**config.mk**
```make
export PLATFORM = sky130hd
export DESIGN_NAME = sdram_port_arb
export DESIGN_NICKNAME = d
export VERILOG_FILES = /design/src/rtl/sdram_port_arb.sv
export SDC_FILE = /design/constraint.sdc
export NUM_CORES = 1
export LEC_CHECK = 0
export CORE_AREA = 2 2 133 135
export CTS_CLUSTER_DIAMETER = 80
export DETAILED_ROUTE_END_ITERATION = 8
export DIE_AREA = 0 0 135 137
export MAX_ROUTING_LAYER = met4
export PLACE_DENSITY = 0.61
export SYNTH_ARGS = -nofsm -noshare
export SYNTH_HDL_FRONTEND = slang
export SYNTH_SLANG_ARGS = --single-unit
```
**constraint.sdc**
```tcl
create_clock -name clk -period 5.13 [get_ports clk]
set_input_delay 0.7695 -clock clk [delete_from_list [all_inputs] [get_ports clk]]
set_output_delay 0.7695 -clock clk [all_outputs]
set_load 0.005 [all_outputs]
```
**src/rtl/sdram_port_arb.sv**
```systemverilog
// ============================================================================
// Module   : sdram_port_arb
// Purpose  : N-port request arbiter in front of one SDRAM core, with
//            burst-locked round-robin/fixed-priority grant and in-order acks.
// Revision : 1.0 - initial release
// ============================================================================
`default_nettype none

module sdram_port_arb #(
    parameter int NUM_PORTS  = 2,
    parameter int DATA_W     = 32,
    parameter int ADDR_W     = 32,
    parameter int RESP_DEPTH = 8,
    parameter int ARB_MODE   = 0
) (
    input  logic                          clk,
    input  logic                          rst,

    input  logic [NUM_PORTS*(DATA_W/8)-1:0] in_wr_i,
    input  logic [NUM_PORTS-1:0]          in_rd_i,
    input  logic [NUM_PORTS*8-1:0]        in_len_i,
    input  logic [NUM_PORTS*ADDR_W-1:0]   in_addr_i,
    input  logic [NUM_PORTS*DATA_W-1:0]   in_write_data_i,
    output logic [NUM_PORTS-1:0]          in_accept_o,
    output logic [NUM_PORTS-1:0]          in_ack_o,
    output logic [NUM_PORTS-1:0]          in_error_o,
    output logic [NUM_PORTS*DATA_W-1:0]   in_read_data_o,

    output logic [(DATA_W/8)-1:0]         out_wr_o,
    output logic                          out_rd_o,
    output logic [7:0]                    out_len_o,
    output logic [ADDR_W-1:0]             out_addr_o,
    output logic [DATA_W-1:0]             out_write_data_o,
    input  logic                          out_accept_i,
    input  logic                          out_ack_i,
    input  logic                          out_error_i,
    input  logic [DATA_W-1:0]             out_read_data_i,

    output logic                          busy_o,
    output logic                          err_unexpected_o
);

    localparam int BE_W   = DATA_W / 8;
    localparam int PORT_W = (NUM_PORTS > 1) ? $clog2(NUM_PORTS) : 1;
    localparam int PTR_W  = $clog2(RESP_DEPTH);
    localparam int CNT_W  = PTR_W + 1;

    localparam logic [CNT_W-1:0]  C_FIFO_FULL  = CNT_W'(RESP_DEPTH);
    localparam logic [PORT_W-1:0] C_LAST_RESET = PORT_W'(NUM_PORTS - 1);

    // Arbitration state
    logic              lock_q,       lock_d;
    logic [PORT_W-1:0] lock_port_q,  lock_port_d;
    logic [7:0]        beat_cnt_q,   beat_cnt_d;
    logic [PORT_W-1:0] last_grant_q, last_grant_d;

    // Response tag FIFO
    logic [PORT_W-1:0] mem_q [RESP_DEPTH];
    logic [PTR_W-1:0]  wr_ptr_q, wr_ptr_d;
    logic [PTR_W-1:0]  rd_ptr_q, rd_ptr_d;
    logic [CNT_W-1:0]  count_q,  count_d;
    logic              err_q,    err_d;

    logic [NUM_PORTS-1:0] w_req;
    logic [PORT_W-1:0]    w_grant;
    logic                 w_grant_valid;
    int                   w_idx;
    logic [BE_W-1:0]      w_sel_wr;
    logic                 w_sel_rd;
    logic [7:0]           w_sel_len;
    logic                 w_full;
    logic                 w_empty;
    logic                 w_accept;
    logic                 w_push;
    logic                 w_pop;
    logic [PORT_W-1:0]    w_head;

    generate
        for (genvar p = 0; p < NUM_PORTS; p++) begin : g_port
            assign w_req[p]       = (|in_wr_i[p*BE_W +: BE_W]) | in_rd_i[p];
            assign in_accept_o[p] = w_accept && (w_grant == PORT_W'(p));
            assign in_ack_o[p]    = w_pop && (w_head == PORT_W'(p));
            assign in_error_o[p]  = w_pop && (w_head == PORT_W'(p)) && out_error_i;
            assign in_read_data_o[p*DATA_W +: DATA_W] = out_read_data_i;
        end
    endgenerate

    // A held lock pins the grant even when its owner stops requesting,
    // so w_grant_valid then drops and nobody else gets through.
    always_comb begin
        w_grant       = '0;
        w_grant_valid = 1'b0;
        w_idx         = 0;
        if (lock_q) begin
            w_grant       = lock_port_q;
            w_grant_valid = w_req[lock_port_q];
        end else if (ARB_MODE == 1) begin
            for (int i = NUM_PORTS - 1; i >= 0; i--) begin
                if (w_req[i]) begin
                    w_grant       = PORT_W'(i);
                    w_grant_valid = 1'b1;
                end
            end
        end else begin
            // Descending scan: the last hit is the one nearest after last_grant.
            for (int i = NUM_PORTS; i >= 1; i--) begin
                w_idx = int'(last_grant_q) + i;
                if (w_idx >= NUM_PORTS) begin
                    w_idx = w_idx - NUM_PORTS;
                end
                if (w_req[w_idx]) begin
                    w_grant       = PORT_W'(w_idx);
                    w_grant_valid = 1'b1;
                end
            end
        end
    end

    always_comb begin
        w_sel_wr         = in_wr_i[int'(w_grant)*BE_W +: BE_W];
        w_sel_rd         = in_rd_i[w_grant];
        w_sel_len        = in_len_i[int'(w_grant)*8 +: 8];
        out_addr_o       = in_addr_i[int'(w_grant)*ADDR_W +: ADDR_W];
        out_write_data_o = in_write_data_i[int'(w_grant)*DATA_W +: DATA_W];
        out_len_o        = w_sel_len;
        out_wr_o         = '0;
        out_rd_o         = 1'b0;
        if (w_grant_valid && !w_full) begin
            out_wr_o = w_sel_wr;
            out_rd_o = w_sel_rd;
        end
    end

    assign w_full   = (count_q == C_FIFO_FULL);
    assign w_empty  = (count_q == '0);
    assign w_accept = out_accept_i && w_grant_valid && !w_full;
    assign w_push   = w_accept;
    assign w_pop    = out_ack_i && !w_empty;
    assign w_head   = mem_q[rd_ptr_q];

    assign busy_o           = !w_empty || lock_q;
    assign err_unexpected_o = err_q;

    always_comb begin
        lock_d       = lock_q;
        lock_port_d  = lock_port_q;
        beat_cnt_d   = beat_cnt_q;
        last_grant_d = last_grant_q;
        if (w_accept) begin
            if (lock_q) begin
                beat_cnt_d = beat_cnt_q - 8'd1;
                if (beat_cnt_q == 8'd1) begin
                    lock_d = 1'b0;
                end
            end else begin
                last_grant_d = w_grant;
                if (w_sel_len != 8'd0) begin
                    lock_d      = 1'b1;
                    lock_port_d = w_grant;
                    beat_cnt_d  = w_sel_len;
                end
            end
        end
    end

    always_comb begin
        wr_ptr_d = wr_ptr_q;
        rd_ptr_d = rd_ptr_q;
        count_d  = count_q;
        err_d    = err_q | (out_ack_i & w_empty);
        if (w_push) begin
            wr_ptr_d = wr_ptr_q + PTR_W'(1);
        end
        if (w_pop) begin
            rd_ptr_d = rd_ptr_q + PTR_W'(1);
        end
        if (w_push && !w_pop) begin
            count_d = count_q + CNT_W'(1);
        end else if (!w_push && w_pop) begin
            count_d = count_q - CNT_W'(1);
        end
    end

    always_ff @(posedge clk or posedge rst) begin
        if (rst) begin
            lock_q       <= 1'b0;
            lock_port_q  <= '0;
            beat_cnt_q   <= 8'd0;
            last_grant_q <= C_LAST_RESET;
            wr_ptr_q     <= '0;
            rd_ptr_q     <= '0;
            count_q      <= '0;
            err_q        <= 1'b0;
        end else begin
            lock_q       <= lock_d;
            lock_port_q  <= lock_port_d;
            beat_cnt_q   <= beat_cnt_d;
            last_grant_q <= last_grant_d;
            wr_ptr_q     <= wr_ptr_d;
            rd_ptr_q     <= rd_ptr_d;
            count_q      <= count_d;
            err_q        <= err_d;
        end
    end

    // Tag storage needs no reset: only entries below count_q are ever read.
    always_ff @(posedge clk) begin
        if (w_push) begin
            mem_q[wr_ptr_q] <= w_grant;
        end
    end

endmodule

`default_nettype wire

```
==> impl_metrics.csv <==
group,metric,value,unit
logic_synthesis,synthCells,508,
layout,final_common_cell,"clkdlybuf4s50_1",
clocking,cts_buffer_depth,2,
layout,layout_common_cells,"clkdlybuf4s50_1, nand2_1, dfrtp_1",
place,portBuffers,243,
critical_path,crit_top_cell,"clkdlybuf4s50_1",
clocking,cts_root_buf,"clkbuf_16",
clocking,numCtsBuffers,5,
critical_path,cp_num_cells,8,
status,status,"completed",
critical_path,crit_arrival,3.51,ns
worst_hold_path,hold_class,"flip-flop to flip-flop",
clocking,cts_sinks,30,
logic_synthesis,synth_simple_gate_area_frac,0.3785,
timing,skew,0.002656,ns
critical_path,critPathSlowestCell,"or3_1",
floorplan,die-area,18500,sq um
floorplan,fp.coreArea,17060,sq um
layout,nFillCells,1857,
clocking,postCtsHoldBufs,0,
critical_path,r2r-end,"count_q[3]",
critical_path,reg2regPathDepth,12,
logic_synthesis,ys_seq_area_frac,0.2358,
logic_synthesis,ys_ff_latch,30,
pwr,p_leak,2.412,nW
grt,grt-ovfl-total,0,
timing,worst_pin_slew,0.9827,ns
detailed_routing,first_pass_iters,4,
job,maxCapViolations,0,
grt,first_global_vias,3759,
timing,setup_tns,0,ns
floorplan,rows,48,
detailed_routing,via_count,3858,
detailed_routing,finalWirelength,13940,um
critical_path,rrSetupSlack,1.57,ns
logic_synthesis,synth_area_per_cell,6.611,sq um
logic_synthesis,synthFlopType,"dfrtp_1",
timing,max_freq,233.8,MHz
critical_path,critical_path.max_fanout,80,
logic_synthesis,yosys_warnings,0,
timing,finalSetupViolCount,0,
place,dpl.hpwl,11630,um
critical_path,crit_family,"buffers and inverters",
detailed_routing,wl_per_cell,15.43,um
logic_synthesis,synth.distinct_cells,55,
layout,syn2layout_area_growth,69.00,%
worst_hold_path,whs_endpoint,"err_unexpected_o",
floorplan,start_util,0.1969,
clocking,cts-resized-gates,0,
logic_synthesis,synthArstFlopShare,0.7333,
pwr,peakVddDrop,0.1651,mV
critical_path,worstPathRequired,4.36,ns
worst_hold_path,hp-start,"err_unexpected_o",
detailed_routing,drtIter0Drc,115,
logic_synthesis,synthAdderAreaFrac,0.03204,
grt,grt_pass1_wl,20770,um
logic_synthesis,syn_area,3358,sq um
floorplan,die_h,137,um
timing,min_period_over_period,0.8337,
logic_synthesis,synth.area.mux_share,0.04247,
timing,min_period,4.277,ns
critical_path,end_kind,"output pin",
logic_synthesis,synth_xor_area_frac,0.02086,
grt,grt_usage,0.1489,
timing,slew_violations,0,
logic_synthesis,synth_edf_count,8,
timing,rsz0062_at_grt,"false",
critical_path,crit_buf_inv,4,
logic_synthesis,synth_nets,707,
pwr,p_total,0.001811,W
critical_path,start_kind,"input pin",
grt,grt_max_degree,81,
clocking,cts_setup_buffers,0,
grt,antenna_found_initial,1,
timing,hold_viol,0,
critical_path,max_stage_delay,0.46,ns
pwr,power_density,319.2,nW/um^2
logic_synthesis,synth_top_family_by_area,"simple AND/OR/NAND/NOR gates",
critical_path,worst-setup-path-type,"input pin to output pin",
floorplan,pin_count,340,
worst_hold_path,holdPathStages,1,
critical_path,rr_startpoint,"lock_q",
clocking,cts_tree,"built",
timing,hold_ws,0.4569,ns
clocking,clk_latency,0.28,ns
floorplan,die_w,135,um
critical_path,critPathLaunch,"in_rd_i[1]",
layout,fin_nets,875,
clocking,clk_pin_slew,0.05,ns
clocking,h-tree-depth,2,
place,gp_congestion,0.8752,
critical_path,path_cells,"clkdlybuf4s50_1 -> or3_1 -> o22ai_1 -> or2_2 -> buf_12 -> mux2i_1 -> inv_1 -> clkdlybuf4s50_1",
timing,relSlewSlack,0.3388,
layout,drive_gt1_frac,0.03840,
logic_synthesis,synth_compound_area_frac,0.09650,
detailed_routing,drc_errors,0,
detailed_routing,vias_per_cell,4.272,
detailed_routing,drtAntennaViolNets,0,
[metal layers]
metal | vias to the layer above | track usage | share of wire
met4 | 0 | 0.03704 | 0.013
met5 | - | - | 0
met2 | 198 | 0.2448 | 0.50
met3 | 12 | 0.04852 | 0.093
li1 | 1945 | - | -
met1 | 1703 | 0.1768 | 0.39
[state kept, by name (all words and copies together), names as in the netlist]
signal	flops
lock_port_q	1
count_q	4
rd_ptr_q	3
beat_cnt_q	8
wr_ptr_q	3
err_unexpected_o	1
lock_q	1
last_grant_q	1
mem_q	8
[power by group]
group          internal (W)  total (W)  leakage, nW  switching [W]
Clock              0.000177   0.000280       0.0683       0.000103
Sequential         0.000342   0.000459        0.312       0.000117
Combinational      0.000602    0.00107         2.03       0.000470
[through the flow]
| stage | area [sq um] | cells | util | worst slack [ns] |
|---|---|---|---|---|
| after floorplan | 3358 | 508 | - | 1.706 |
| final | 5675 | 903 | 0.3327 | 0.8531 |
| after detailed placement | 5535 | 894 | 0.3245 | 0.8457 |
| after CTS | 5673 | 902 | 0.3326 | 0.8486 |
| after global placement | 5535 | 894 | 0.3245 | 0.8847 |
| after global routing | 5675 | 903 | 0.3327 | 0.7034 |
[synth_stat cells (2+ instances only)]
| master | count | area [sq um] |
|---|---|---|
| or3_1 | 6 | 37.54 |
| o21ai_0 | 8 | 40.04 |
| mux4_2 | 2 | 45.04 |
| edfxtp_1 | 8 | 240.2 |
| ha_1 | 7 | 87.58 |
| mux2i_1 | 6 | 60.06 |
| xnor2_1 | 7 | 61.31 |
| nor3_1 | 11 | 55.05 |
| o211ai_1 | 3 | 22.52 |
| mux2_2 | 2 | 22.52 |
| clkbuf_1 | 9 | 33.78 |
| nor4b_1 | 5 | 43.79 |
| nand3_1 | 7 | 35.03 |
| o21a_1 | 2 | 15.01 |
| nand2_1 | 232 | 870.8 |
| nor2_1 | 15 | 56.30 |
| or4_1 | 2 | 15.01 |
| a21oi_1 | 11 | 55.05 |
| dfrtp_1 | 21 | 525.5 |
| buf_2 | 13 | 65.06 |
| or2_2 | 3 | 18.77 |
| a21o_1 | 3 | 22.52 |
| inv_1 | 14 | 52.55 |
| buf_4 | 64 | 480.5 |
| nor4_1 | 13 | 81.33 |
| o41ai_1 | 2 | 17.52 |
| a211o_1 | 2 | 17.52 |
| o221ai_1 | 3 | 26.28 |
[cell type report]
type,instances,area (sq um),area share
inverter,15,56.30,0.009921
timing repair buffer,249,2490,0.4387
clock inverter,2,8.758,0.001543
tap,225,281.5,0.04960
multi-input combinational,375,1916,0.3375
antenna,1,2.502,0.0004409
clock buffer,6,128.9,0.02271
sequential,30,792.0,0.1396
[cell families after synthesis]
group / after synthesis
and+or+nand+nor: 302
adders and majority gates: 8
DFF: 30
buffers and inverters: 103
AOI/OAI and AO/OA: 46
xor gates and xnor gates: 8
muxes: 11
[worst register-to-register path, delay by kind of cell, from the launching register on]
family	cells	cell delay, ns
AO/OA/AOI/OAI	3	0.56
XOR/XNOR	2	0.28
adder cells (fa/ha/maj)	2	0.51
buffers and inverters	2	0.32
flip-flops	1	0.66
AND/OR/NAND/NOR	3	1.10
[worst max-delay path by stage]
stage	end	slack, ns
6_report	out_len_o[5]	0.85
5_1_grt	out_len_o[5]	0.70
4_1_cts	out_write_data_o[3]	0.85
3_5_place_dp	count_q[3]	0.85
3_3_place_gp	out_len_o[5]	0.88
2_1_floorplan	count_q[3]	1.71
Note: power is estimated with default switching activity, not from simulation.
